### src/rtl/jtvigil_palload.sv
// Palette upload engine: unpacks little-endian xBBBBBGGGGGRRRRR words from a byte
// stream and writes R/G/B as three 5-bit entries into the mixer's palette RAM layout.
module jtvigil_palload #(
    parameter int ENTRIES = 512
) (
    input  logic        clk,
    input  logic        rst,
    input  logic        start,
    input  logic [7:0]  byte_in,
    input  logic        byte_valid,
    output logic        byte_ready,
    output logic [10:0] pal_addr,
    output logic [7:0]  pal_dout,
    output logic        pal_we,
    output logic        busy,
    output logic        done
);

    // state | meaning
    // IDLE  | waiting for start, no bytes consumed
    // LO    | waiting for first byte (G[2:0], R)
    // HI    | waiting for second byte (x, B, G[4:3])
    // WR_R  | writing red component
    // WR_G  | writing green component
    // WR_B  | writing blue component, then next entry or finish
    // DONE  | one-cycle completion pulse
    typedef enum logic [2:0] {
        IDLE = 3'd0,
        LO   = 3'd1,
        HI   = 3'd2,
        WR_R = 3'd3,
        WR_G = 3'd4,
        WR_B = 3'd5,
        DONE = 3'd6
    } state_t;

    localparam logic [8:0] LAST = 9'(ENTRIES - 1);

    state_t     state;
    state_t     state_nxt;
    logic [8:0] entry;
    logic [7:0] lo_q;
    logic [6:0] hi_q;

    always_ff @(posedge clk or posedge rst) begin
        if (rst) begin
            state <= IDLE;
        end else begin
            state <= state_nxt;
        end
    end

    always_comb begin
        state_nxt = state;
        case (state)
            IDLE:    if (start)      state_nxt = LO;
            LO:      if (byte_valid) state_nxt = HI;
            HI:      if (byte_valid) state_nxt = WR_R;
            WR_R:    state_nxt = WR_G;
            WR_G:    state_nxt = WR_B;
            WR_B:    state_nxt = (entry == LAST) ? DONE : LO;
            DONE:    state_nxt = IDLE;
            default: state_nxt = IDLE;
        endcase
    end

    always_comb begin
        byte_ready = (state == LO) || (state == HI);
        pal_we     = (state == WR_R) || (state == WR_G) || (state == WR_B);
        busy       = (state != IDLE);
        done       = (state == DONE);
    end

    // Address/data are loaded one cycle ahead of each write state so that the
    // RAM port sees registered values; they hold outside the write states.
    always_ff @(posedge clk or posedge rst) begin
        if (rst) begin
            entry    <= '0;
            lo_q     <= '0;
            hi_q     <= '0;
            pal_addr <= '0;
            pal_dout <= '0;
        end else begin
            case (state)
                IDLE: begin
                    if (start) entry <= '0;
                end
                LO: begin
                    if (byte_valid) lo_q <= byte_in;
                end
                HI: begin
                    if (byte_valid) begin
                        hi_q     <= byte_in[6:0];
                        pal_addr <= {entry[8], 2'd0, entry[7:0]};
                        pal_dout <= {3'b000, lo_q[4:0]};
                    end
                end
                WR_R: begin
                    pal_addr <= {entry[8], 2'd1, entry[7:0]};
                    pal_dout <= {3'b000, hi_q[1:0], lo_q[7:5]};
                end
                WR_G: begin
                    pal_addr <= {entry[8], 2'd2, entry[7:0]};
                    pal_dout <= {3'b000, hi_q[6:2]};
                end
                WR_B: begin
                    // termination is by compare, so the counter never wraps
                    if (entry != LAST) entry <= entry + 9'd1;
                end
                default: ;
            endcase
        end
    end

endmodule

### config.mk
export PLATFORM = sky130hd
export DESIGN_NAME = jtvigil_palload
export DESIGN_NICKNAME = d
export VERILOG_FILES = /design/src/rtl/jtvigil_palload.sv
export SDC_FILE = /design/constraint.sdc
export NUM_CORES = 1
export LEC_CHECK = 0
export ABC_AREA = 1
export BUFFER_PORTS_ARGS = -buffer_cell sky130_fd_sc_hd__buf_2
export CAP_MARGIN = 5
export CORE_MARGIN = 1.5
export CORE_UTILIZATION = 48
export CTS_CLUSTER_SIZE = 14
export DETAILED_ROUTE_END_ITERATION = 8
export GPL_ROUTABILITY_DRIVEN = 0
export PLACE_DENSITY = 0.83
export SYNTH_ARGS = -nofsm -noshare
export SYNTH_HDL_FRONTEND = slang
export SYNTH_SLANG_ARGS = --single-unit
### constraint.sdc
create_clock -name clk -period 1.85 [get_ports clk]
set_clock_uncertainty 0.1 [all_clocks]
set_input_delay 0.0925 -clock clk [delete_from_list [all_inputs] [get_ports clk]]
set_output_delay 0.0925 -clock clk [all_outputs]
set_load 0.005 [all_outputs]
---- After elaboration in Yosys (flattened, before gate mapping) ----
Cells that the tools add are included.
operators by class
  add/sub/neg operators ................... 1
  equal/unequal tests ..................... 12
  muxes and demuxes ....................... 12
  reduce and logical (&&, ||, !) cells .... 12
operators with widths
  kind                                                   number
  one-hot mux 11 bit (3 select lines)                    1
  one-hot mux 8 bit (3 select lines)                     1
  2-to-1 mux 9 bit                                       2
  one-hot mux 3 bit (6 select lines)                     1
  one-hot mux 9 bit (2 select lines)                     1
  2-to-1 mux 3 bit                                       4
  2-to-1 mux 11 bit                                      1
  adder 9 x 1 -> 9 bit, second input constant            1
  == test 3 bit, second input constant                   3
  == test 9 bit, second input constant                   1
  inequality test 9 bit, second input constant           1
  2-to-1 mux 8 bit                                       1
  == test 3 x 2 -> 1 bit, second input constant          2
  inequality test 2 bit, second input constant           3
  AND reduction 2 bit                                    3
  AND reduction 3 bit                                    2
  nonzero test 3 bit                                     2
  == test 3 x 1 -> 1 bit, second input constant          1
  zero test 3 bit                                        1
  logical OR 1 bit                                       3
  inequality test 2 x 1 -> 1 bit, second input constant  1
  nonzero test 2 bit                                     1
storage, ports and cells
  flip-flop bits (word level) ............. 46
  output and inout port bits .............. 23
  logic and storage cells ................. 43

---- Longest topological paths before layout ----
  word-level depth ........................ 3
  gate-level depth with buffers ........... 9

---- Worst setup path after synthesis ----
OpenSTA, ideal clock, no wires.
  path kind ............................... reg-to-reg
  start ................................... register entry[0]
  end ..................................... register entry[2]
  arrival ................................. 1.536 ns
  data required time ...................... 1.629 ns
  setup slack ............................. 0.093 ns
  cell stages (with the launch flop) ...... 10
  cells stage by stage .................... dfrtp_1 > ha_1 > nand4_1 > nor3_1 > ha_1 > nand3_1 > nand3_2 > buf_4 > nand2_1 > o21ai_1
between the ends
  cells in the longest elaborated chain, start to end .. 3
  elaborated cells between the ends (all ways) .. 6
  classes of those cells .................. add/sub (1); eq/ne (2); mux (2); reduce/logical (1)
ends and longest elaborated chain
  element                                                                           RTL line  RTL
  from (decl)                                                                       41        logic [8:0] entry;
  from (signal assigned)                                                            108       if (entry != LAST) entry <= entry + 9'd1;
  adder 9 x 1 -> 9 bit / inequality test 9 bit (equally long branches)              108
  2-to-1 mux 9 bit / inequality test 2 x 1 -> 1 bit (equally long branches)         -
  one-hot mux 9 bit (2 select lines) / AND reduction 3 bit (equally long branches)  -
Several ways; a longest one is shown, not always the timed one. The select of a mux whose other input is x is not followed.
A chain may end at the register's enable or synchronous reset.

---- Worst setup path in the final report ----
  start ................................... register state[2]
  end ..................................... output pal_we
between the ends
  cells in the longest elaborated chain, start to end .. 3
  elaborated cells between the ends (all ways) .. 5
  classes of those cells .................. eq/ne (3); reduce/logical (2)
ends and longest elaborated chain
  element                                                         RTL line  RTL
  from (decl)                                                     39        state_t state;
  from (signal assigned)                                          49        state <= state_nxt;
  == test 3 x 2 -> 1 bit / == test 3 bit (equally long branches)  69        pal_we = (state == WR_R) || (state == WR_G) || (state == WR_B);
  logical OR 1 bit                                                69
  logical OR 1 bit (*)                                            69
  to (decl)                                                       14        output logic pal_we,
Every way passes the cells marked *; elsewhere a longest branch is shown, timed or not.

==> run_summary.xml <==
<?xml version="1.0" encoding="UTF-8"?>
<metrics>
  <group name="outcome">
    <metric name="status" unit="">complete, no violations</metric>
  </group>
  <group name="yosys">
    <metric name="synth_compound_area_frac" unit="">0.0875</metric>
    <metric name="synth-edff-count" unit="">0</metric>
    <metric name="synth-async-reset-ratio" unit="">1.00</metric>
    <metric name="muxShareOfSynthArea" unit="">0</metric>
    <metric name="post_synth_fa_ha_maj_area_fraction" unit="">0.0114</metric>
    <metric name="sequential_fraction_of_the_synthesis_area" unit="">0.492</metric>
    <metric name="yosys.area_share.xor_xnor" unit="">0</metric>
    <metric name="synth_cells" unit="">266</metric>
    <metric name="synth_cell_types" unit="">25</metric>
    <metric name="synth_top_area_frac" unit="">0.492</metric>
    <metric name="synth.area.top_cells" unit="">dfrtp_1 49%, nand2_1 17%, nand2_2 5.1%</metric>
    <metric name="post_synth_simple_gate_area" unit="">0.322</metric>
    <metric name="dominantRegCellSynth" unit="">dfrtp_1</metric>
    <metric name="synthesis.area" unit="um2">2190</metric>
    <metric name="synth.ff_latch_count" unit="">43</metric>
    <metric name="post-synth-top-area-cell" unit="">dfrtp_1</metric>
    <metric name="ys_warn_count" unit="">0</metric>
    <metric name="syn_area_per_cell" unit="um2">8.22</metric>
    <metric name="synth_top_family_by_area" unit="">simple AND/OR/NAND/NOR gates</metric>
  </group>
  <group name="finish">
    <metric name="area_of_the_multi_input_gates" unit="um2">960</metric>
    <metric name="seq_area" unit="um2">1080</metric>
    <metric name="layout-area-overhead-vs-synth" unit="%">18.7</metric>
    <metric name="final_net_count" unit="">330</metric>
    <metric name="final_core_utilization" unit="">0.592</metric>
    <metric name="n_fill_cell" unit="">394</metric>
    <metric name="drive_gt1_frac" unit="">0.265</metric>
    <metric name="layout.cells.most_common" unit="">nand2_1</metric>
    <metric name="final_cell_mix" unit="">100 x nand2_1, 43 x dfrtp_1, 31 x buf_2</metric>
    <metric name="antenna-diode-count" unit="">0</metric>
  </group>
  <group name="clock_network">
    <metric name="clock_tree.buffer_depth" unit="">2</metric>
    <metric name="cts.sinks" unit="">43</metric>
    <metric name="cts-buffers-inserted" unit="">5</metric>
    <metric name="cts.root.buffer_cell" unit="">clkbuf_8</metric>
    <metric name="cts_tree" unit="">built</metric>
    <metric name="clkLatencyLatePin" unit="ns">0.30</metric>
    <metric name="cts.htree.levels" unit="">2</metric>
    <metric name="clk_pin_slew_worst_setup_hold_paths" unit="ns">0.08</metric>
  </group>
  <group name="pwr">
    <metric name="clockPowerShare" unit="">0.170</metric>
    <metric name="power-per-cell-area" unit="nW/um2">1330</metric>
    <metric name="vdd_drop_max" unit="mV">0.640</metric>
    <metric name="cell_internal_pwr" unit="W">0.00198</metric>
    <metric name="leakage_dissipation" unit="nW">1.36</metric>
    <metric name="sw_frac_of_total" unit="">0.426</metric>
    <metric name="power.combinational.fraction" unit="">0.425</metric>
    <metric name="sequentialPowerShare" unit="">0.405</metric>
    <metric name="power.net_switching" unit="W">0.00147</metric>
  </group>
  <group name="critical_path">
    <metric name="worstSetupStartpointType" unit="">flop</metric>
    <metric name="regToRegSetupSlack" unit="ns">0.11</metric>
    <metric name="cp.required" unit="ns">1.66</metric>
    <metric name="critPathArrivalTime" unit="ns">1.57</metric>
    <metric name="worst_setup_path_end_kind" unit="">output port</metric>
    <metric name="cp_slowest_cell" unit="">dfrtp_1</metric>
    <metric name="critical-path-max-stage-delay" unit="ns">0.45</metric>
    <metric name="cp_cell_sequence" unit="">inv_2 &gt; nand2_2 &gt; nor2_4 &gt; nor2_8 &gt; nand2_1 &gt; buf_2</metric>
    <metric name="path_class" unit="">flop to output port</metric>
    <metric name="worst_r2r_start" unit="">entry[1]$_DFFE_PP0P_</metric>
    <metric name="critical_path_peak_fanout" unit="">8</metric>
    <metric name="regToRegEndpoint" unit="">entry[7]$_DFFE_PP0P_</metric>
    <metric name="reg2reg_path_depth" unit="">10</metric>
  </group>
  <group name="grt">
    <metric name="antenna_found_initial" unit="">0</metric>
    <metric name="gr_usage_total" unit="">0.198</metric>
    <metric name="first_global_vias" unit="">1793</metric>
    <metric name="grt_start_max_net_pins" unit="">44</metric>
    <metric name="grt_first_pass_wirelength" unit="um">7730</metric>
    <metric name="grt_overflow" unit="">0</metric>
  </group>
  <group name="timing">
    <metric name="final-hold-violation-count" unit="">0</metric>
    <metric name="number_of_max_slew_violations_in_the_final_report" unit="">0</metric>
    <metric name="max_freq" unit="MHz">567</metric>
    <metric name="final_min_period_over_clock_period" unit="">0.954</metric>
    <metric name="finalWorstPathRequiredPeriod" unit="ns">1.76</metric>
    <metric name="timing.setup.tns" unit="ns">0</metric>
    <metric name="report.final.setup_viol" unit="">0</metric>
    <metric name="tightest_slew" unit="ns">0.545</metric>
    <metric name="max_slew_margin" unit="">0.637</metric>
    <metric name="grt_setup_unrepaired" unit="">true</metric>
  </group>
  <group name="min_path">
    <metric name="hold_path_end" unit="">state[0]$_DFFE_PP0P_</metric>
    <metric name="min_path_cells" unit="">4</metric>
    <metric name="min-delay-start" unit="">byte_valid</metric>
    <metric name="timing.hold.worst.class" unit="">primary input to flop</metric>
  </group>
  <group name="die">
    <metric name="fp.dieArea" unit="um2">4970</metric>
    <metric name="initial_core_util" unit="">0.499</metric>
    <metric name="floorplan.core_area" unit="um2">4380</metric>
    <metric name="boundaryPins" unit="">35</metric>
    <metric name="placement_rows" unit="">24</metric>
    <metric name="chipHeight" unit="um">70.5</metric>
    <metric name="die_outline_width" unit="um">70.5</metric>
  </group>
  <group name="routing">
    <metric name="vias_per_std_cell" unit="">4.97</metric>
    <metric name="routed_wirelength" unit="um">4560</metric>
    <metric name="postRouteAntennaNets" unit="">0</metric>
    <metric name="dr_total_vias" unit="">1833</metric>
    <metric name="remaining_drc_errors" unit="">0</metric>
    <metric name="drt_pre_antenna_iters" unit="">4</metric>
    <metric name="drt_iter0_drc" unit="">109</metric>
    <metric name="routed_wire_length_per_instance" unit="um">12.4</metric>
  </group>
  <group name="place">
    <metric name="place.detailed.hpwl" unit="um">3050</metric>
    <metric name="numPortBuffers" unit="">31</metric>
  </group>
  <group name="run">
    <metric name="max_cap_viol_count" unit="">0</metric>
  </group>
</metrics>
## Yosys cell counts, types with 4 or more instances
master	n
dfrtp_1	43
nor2_1	9
inv_1	21
nand2_1	100
buf_4	4
inv_2	4
o21ai_0	5
nand2_2	18
o21ai_1	21
o21ai_2	7
nand3_1	13
## repair_timing
action / 4_1_cts / 5_1_grt
setup buffers: 0 / 1
setup endpoints to repair: 0 / 9
gates resized for setup: 0 / 3
hold endpoints to repair: 58 / 0
hold buffers: 10 / 0
## cells by family (layout without fill, tap and decap cells)
logic type / after synthesis / count (layout)
other cells: 1 / 3
flops: 43 / 43
buf+inv: 35 / 83
fa+ha+maj: 2 / 2
compound gates: 33 / 33
simple gates: 152 / 153
## worst max-delay path by stage
stage	startpoint	endpoint	slack, ns	depth (start not counted)
floorplan	entry[0]$_DFFE_PP0P_	entry[2]$_DFFE_PP0P_	0.09	9
global placement	entry[1]$_DFFE_PP0P_	entry[6]$_DFFE_PP0P_	0.13	8
detailed placement	entry[1]$_DFFE_PP0P_	entry[6]$_DFFE_PP0P_	0.05	8
CTS	entry[1]$_DFFE_PP0P_	entry[5]$_DFFE_PP0P_	0.03	7
global route	entry[1]$_DFFE_PP0P_	entry[7]$_DFFE_PP0P_	-0.01	10
finish	state[2]$_DFFE_PP0P_	pal_we	0.09	6
## stage by stage
| step | instances | power (W) | cell area, um2 | setup WS (ns) | hold slack [ns] |
|---|---|---|---|---|---|
| after detailed placement | 349 | 0.00282 | 2380 | 0.0502 | 0.164 |
| after CTS | 367 | 0.00343 | 2560 | 0.0270 | 0.0211 |
| final | 369 | 0.00344 | 2600 | 0.0853 | 0.0234 |
| after global routing | 369 | 0.00372 | 2600 | -0.0116 | 0.0546 |
| after global placement | 349 | 0.00276 | 2380 | 0.131 | 0.159 |
| after floorplan | 268 | 0.00256 | 2190 | 0.0931 | 0.137 |
## metal layers
metal	vias up	GRT usage	share of wire
met5	-	0	0
met2	49	0.329	0.49
met3	5	0.0491	0.047
met4	0	0.0962	0.017
li1	929	-	-
met1	850	0.242	0.45
## power groups by stage
stage | Combinational, W | Sequential [W] | Clock [W]
4_1_cts | 0.00144 | 0.00140 | 0.000598
3_3_place_gp | 0.00137 | 0.00140 | 0
2_1_floorplan | 0.00117 | 0.00139 | 0
5_1_grt | 0.00165 | 0.00143 | 0.000639
6_report | 0.00146 | 0.00140 | 0.000585
3_5_place_dp | 0.00141 | 0.00141 | 0
## layout make-up
| class | instances | area share |
|---|---|---|
| clock buffers | 7 | 0.0294 |
| clock inverters | 1 | 0.00193 |
| inverters | 27 | 0.0410 |
| multi-input cells | 191 | 0.370 |
| flip-flops and latches | 43 | 0.414 |
| well taps | 52 | 0.0251 |
| repair buffers | 48 | 0.119 |
## state kept, by name, indices dropped and copies added (netlist names)
| register | cells |
|---|---|
| pal_addr | 11 |
| pal_dout | 5 |
| entry | 9 |
| state | 3 |
| hi_q | 7 |
| lo_q | 8 |
## worst max-delay path, delay by kind of cell, from the launching register on
| kind | cells | cell delay, ns |
|---|---|---|
| buffers and inverters | 2 | 0.28 |
| DFF | 1 | 0.45 |
| and+or+nand+nor | 4 | 0.55 |
(Power assumes the default switching activity.)
